<file path="src/rtl/or_tree_pkg.sv">
// Shared constants and elaboration-time helpers for the pipelined OR tree.
// The bench uses the same helpers to derive the expected latency.
package or_tree_pkg;

  localparam int MAX_WIDTH = 256;
  localparam int MAX_ARITY = 8;

  function automatic int ipow(input int base, input int exp);
    int r;
    r = 1;
    for (int i = 0; i < exp; i++) begin
      r = r * base;
    end
    return r;
  endfunction

  // Smallest L >= 1 with base^L >= value; this is also the pipeline latency.
  function automatic int ceil_log(input int base, input int value);
    int l;
    int p;
    l = 1;
    p = base;
    while (p < value) begin
      p = p * base;
      l = l + 1;
    end
    return l;
  endfunction

  // Bit offset of tree level k when all levels are packed LSB-first into one vector.
  function automatic int level_offset(input int arity, input int pad_w, input int k);
    int off;
    off = 0;
    for (int j = 0; j < k; j++) begin
      off = off + pad_w / ipow(arity, j);
    end
    return off;
  endfunction

endpackage

</file>
<file path="src/rtl/or_tree_pipelined_level.sv">
// One registered level of the OR tree: IN_BITS/ARITY nodes, each registering
// the OR of ARITY consecutive input bits, plus the matching valid register.
module or_tree_level
  import or_tree_pkg::*;
#(
  parameter int IN_BITS = 9,
  parameter int ARITY   = 3
) (
  input  logic                       clk,
  input  logic                       reset,
  input  logic [IN_BITS-1:0]         in,
  input  logic                       in_valid,
  output logic [IN_BITS/ARITY-1:0]   out,
  output logic                       out_valid
);

  localparam int NODES = IN_BITS / ARITY;

  logic [NODES-1:0] node_or;

  // Combinational fan-in for every node of this level.
  always_comb begin
    node_or = '0;
    for (int n = 0; n < NODES; n++) begin
      node_or[n] = |in[n*ARITY +: ARITY];
    end
  end

  // Data advances every cycle regardless of valid; only the valid bit qualifies it.
  always_ff @(posedge clk) begin
    if (reset) begin
      out       <= '0;
      out_valid <= 1'b0;
    end else begin
      out       <= node_or;
      out_valid <= in_valid;
    end
  end

endmodule

</file>
<file path="src/rtl/or_tree_pipelined.sv">
// Parametrised N-input OR reduction as a registered ARITY-way tree with a
// valid pipeline and a sticky "any seen" flag (set wins over clear).
module or_tree_pipelined
  import or_tree_pkg::*;
#(
  parameter int WIDTH = 16,
  parameter int ARITY = 3
) (
  input  logic             clk,
  input  logic             reset,
  input  logic [WIDTH-1:0] in,
  input  logic             in_valid,
  output logic             out,
  output logic             out_valid,
  input  logic             sticky_clr,
  output logic             sticky
);

  localparam int LEVELS = ceil_log(ARITY, WIDTH);
  localparam int PAD_W  = ipow(ARITY, LEVELS);
  localparam int TREE_W = level_offset(ARITY, PAD_W, LEVELS + 1);

  if (WIDTH < 1 || WIDTH > MAX_WIDTH || ARITY < 2 || ARITY > MAX_ARITY) begin : g_bad_param
    $error("or_tree_pipelined: WIDTH/ARITY out of legal range");
  end

  // All levels packed LSB-first: level 0 is the zero-padded input, the MSB is the root.
  wire [TREE_W-1:0] tree;
  wire [LEVELS:0]   valid_chain;

  assign tree[PAD_W-1:0] = PAD_W'(in);
  assign valid_chain[0]  = in_valid;

  for (genvar k = 1; k <= LEVELS; k++) begin : g_level
    localparam int IN_W    = PAD_W / ipow(ARITY, k - 1);
    localparam int IN_OFF  = level_offset(ARITY, PAD_W, k - 1);
    localparam int OUT_OFF = level_offset(ARITY, PAD_W, k);

    or_tree_level #(
      .IN_BITS (IN_W),
      .ARITY   (ARITY)
    ) u_level (
      .clk       (clk),
      .reset     (reset),
      .in        (tree[IN_OFF +: IN_W]),
      .in_valid  (valid_chain[k-1]),
      .out       (tree[OUT_OFF +: IN_W/ARITY]),
      .out_valid (valid_chain[k])
    );
  end

  assign out       = tree[TREE_W-1];
  assign out_valid = valid_chain[LEVELS];

  // Sticky flag: a qualifying result outranks a simultaneous clear.
  always_ff @(posedge clk) begin
    if (reset) begin
      sticky <= 1'b0;
    end else if (out_valid && out) begin
      sticky <= 1'b1;
    end else if (sticky_clr) begin
      sticky <= 1'b0;
    end else begin
      sticky <= sticky;
    end
  end

endmodule
</file>
<file path="config.mk">
export PLATFORM = sky130hd
export DESIGN_NAME = or_tree_pipelined
export DESIGN_NICKNAME = d
export VERILOG_FILES = /design/src/rtl/or_tree_pkg.sv /design/src/rtl/or_tree_pipelined_level.sv /design/src/rtl/or_tree_pipelined.sv
export SDC_FILE = /design/constraint.sdc
export NUM_CORES = 1
export LEC_CHECK = 0
export CELL_PAD_IN_SITES_DETAIL_PLACEMENT = 1
export CELL_PAD_IN_SITES_GLOBAL_PLACEMENT = 1
export CORE_MARGIN = 1
export CORE_UTILIZATION = 24
export DETAILED_ROUTE_END_ITERATION = 8
export PLACE_DENSITY_LB_ADDON = 0.3
export SLEW_MARGIN = 20
export SYNTH_ARGS = -nofsm -noshare
export SYNTH_HDL_FRONTEND = slang
export SYNTH_SLANG_ARGS = --single-unit
</file>
<file path="constraint.sdc">
create_clock -name clk -period 1.1 [get_ports clk]
set_clock_uncertainty 0.2 [all_clocks]
set_input_delay 0.22 -clock clk [delete_from_list [all_inputs] [get_ports clk]]
set_output_delay 0.22 -clock clk [all_outputs]
set_load 0.05 [all_outputs]
</file>
==> summary.txt <==
Post-Synthesis Cells: 37
vias: 338
H-tree depth: 1
synth unique cells: 9
final design utilization: 45.81%
DRT Pass-1 Iters: 4
pre-CTS setup slack: -0.2089 ns
RSZ-0062 raised after global routing: yes
Pleak: 0.0002778 µW
Layout area overhead: 77.14%
die area: 1808 µm²
pwr/cell area: 1328 nW/µm²
Synth Warn #: 0
Clock Tree Buf Depth: 2
CTS Buf Count: 3
pin count of the biggest net entering global routing: 10
worst min path class: register to register
main flop type after synthesis: dfxtp_1
met3 Resource Use GR: 6.466%
worst-path cell chain: buf_12
number of max-cap violations: 0
GR Util met1: 10.67%
hold-fix buffers at CTS: 0
Least-Margin Pin Slew: 0.1830 ns
fin crit share: 107.8%
maximum vdd drop: 0.7433 mV
clk root buf: clkbuf_4
CTS resizes: 0
vias per cell: 4.225
CTS clk-pin slew, worst paths: 0.08 ns
Critical Path Start Type: register
Crit Path Category: register to output port
worst setup path startpoint: sticky
Final Hold Violating Endpoints: 0
Seq/Total Area, Yosys: 66.03%
top-area cell type share of the netlist area: 66.03%
largest fanout on the critical path: 2
top cells by count, synth: dfxtp_1, nor2_1, nor3_1
antenna viol nets, final: 0
violated checks: setup timing
global router's overall resource usage: 11.76%
maximum clock rate: 0.8431 GHz
R2R Setup Slk: 0.26 ns
hold path endpoint: g_level[3].u_level.out
slowest stage delay, CP: 0.36 ns
vias in the first global route: 394
#FFs+latches synth: 13
top cells by area, synth: dfxtp_1, nor3_1, nor2_1, and2b_2, buf_6
Post-DP HPWL: 672.9 µm
FF-to-FF path depth: 2
Slew headroom: 87.71%
crit path capture type: output port
gr ovfl total: 0
WHS Path Cells: 2
fin crit period: 1.186 ns
Crit path arrival time: 0.77 ns
Post-synth ARST share: 0%
initial core utilization: 25.86%
reg2reg start: g_level[1].u_level.out[4]
GR Util met2: 21.85%
Worst R2R End: g_level[2].u_level.out[1]
area leader, netlist: dfxtp_1
status: finished, violations left
CP max-delay cell: dfxtp_2
fin nets: 85
Post-synth EDFFs: 0
Inserted Diodes: 0
wirelength, routed: 790 µm
cell family with most CP delay: flip-flops
Setup TNS Final: -0.2463 ns
global-route wire length before repair: 1545 µm
I/O Buffers: 22
worst hold start: g_level[2].u_level.out[0]
initial antenna violation count: 0
Mapped Nets: 57
CP bufs+invs: 1
critical path required time: 0.68 ns
I/O pins: 23
# DRC: 0
Top Usage Layer GRT: met2
die width: 42.53 µm
wire length per cell: 9.875 µm
die height: 42.53 µm
setup violators final: 3
clk_lat worst skew: 0.27 ns
TritonCTS clock tree: yes
Cell Rows: 14
Final Worst Setup Slack: -0.08609 ns
final RePlAce weighted congestion: 0.6262
fin. max-slew vios: 0
Post-CTS Setup Bufs: 0
Total Power: 927.5 µW
Post-Syn Area: 394.1 µm²
most numerous cell in the Yosys netlist: dfxtp_1
syn avg cell area: 10.65 µm²
share of cells above drive strength 1: 25.00%
CORE AREA: 1524 µm²
clock sink count: 13
initial DRC count: 3
[cell type report]
| type | count | area [µm²] |
|---|---|---|
| Fill cell | 176 | 825.8 |
| Tap cell | 16 | 20.02 |
| Multi-Input combinational cell | 23 | 122.6 |
| Clock buffer | 4 | 26.28 |
| Sequential cell | 13 | 264.0 |
| Timing Repair Buffer | 24 | 265.3 |
[registers in the layout (all words and copies together) (netlist names)]
name	cells
g_level.u_level.out_valid	3
g_level.u_level.out	9
sticky	1
[where the power goes]
group          internal, µW  leakage [µW]  switching, µW
logic                  94.1      0.000153           41.6
clock network           140     0.0000150            142
registers               499      0.000110           10.7
[per-stage QoR]
step                instances  hold slack (ns)  instance area (µm²)
floorplan                  37           0.1395                397.9
global placement           76           0.2182                671.9
detailed placement         76           0.2328                671.9
CTS                        80           0.2529                698.2
global route               80           0.2577                698.2
finish                     80           0.2451                698.2
[kinds of logic after synthesis]
kind of cell	count (synthesis)	share of synthesized area [%]
simple gates	22	28.89
compound gates	1	2.223
buf+inv	1	2.857
flops	13	66.03
[worst max-delay path by stage]
stage,end,slack (ns),cells past startpoint
4_1_cts,sticky,-0.11,1
3_3_place_gp,g_level[1].u_level.out[1],-0.19,3
5_1_grt,out,-0.13,1
3_5_place_dp,g_level[1].u_level.out[0],-0.21,3
6_report,sticky,-0.09,1
2_1_floorplan,sticky,0.14,2
[placed cells by master (no fill, tap or decap)]
cell type	synthesis	routed
and2b_2	3	3
clkdlybuf4s50_1	0	19
nor3_1	7	7
a21oi_2	1	1
nor2_1	9	9
buf_4	0	2
clkbuf_1	0	1
nand2_1	1	1
buf_12	0	3
dfxtp_2	0	3
nand2b_1	1	1
nor2b_2	1	1
clkbuf_4	0	3
dfxtp_1	13	10
[metal layers]
layer / vias up / share of wire [%]
met5: - / 0
li1: 171 / -
met4: 0 / 0
met2: 14 / 53
met1: 153 / 38
met3: 0 / 8.4
Note: power is estimated with default switching activity, not from simulation.
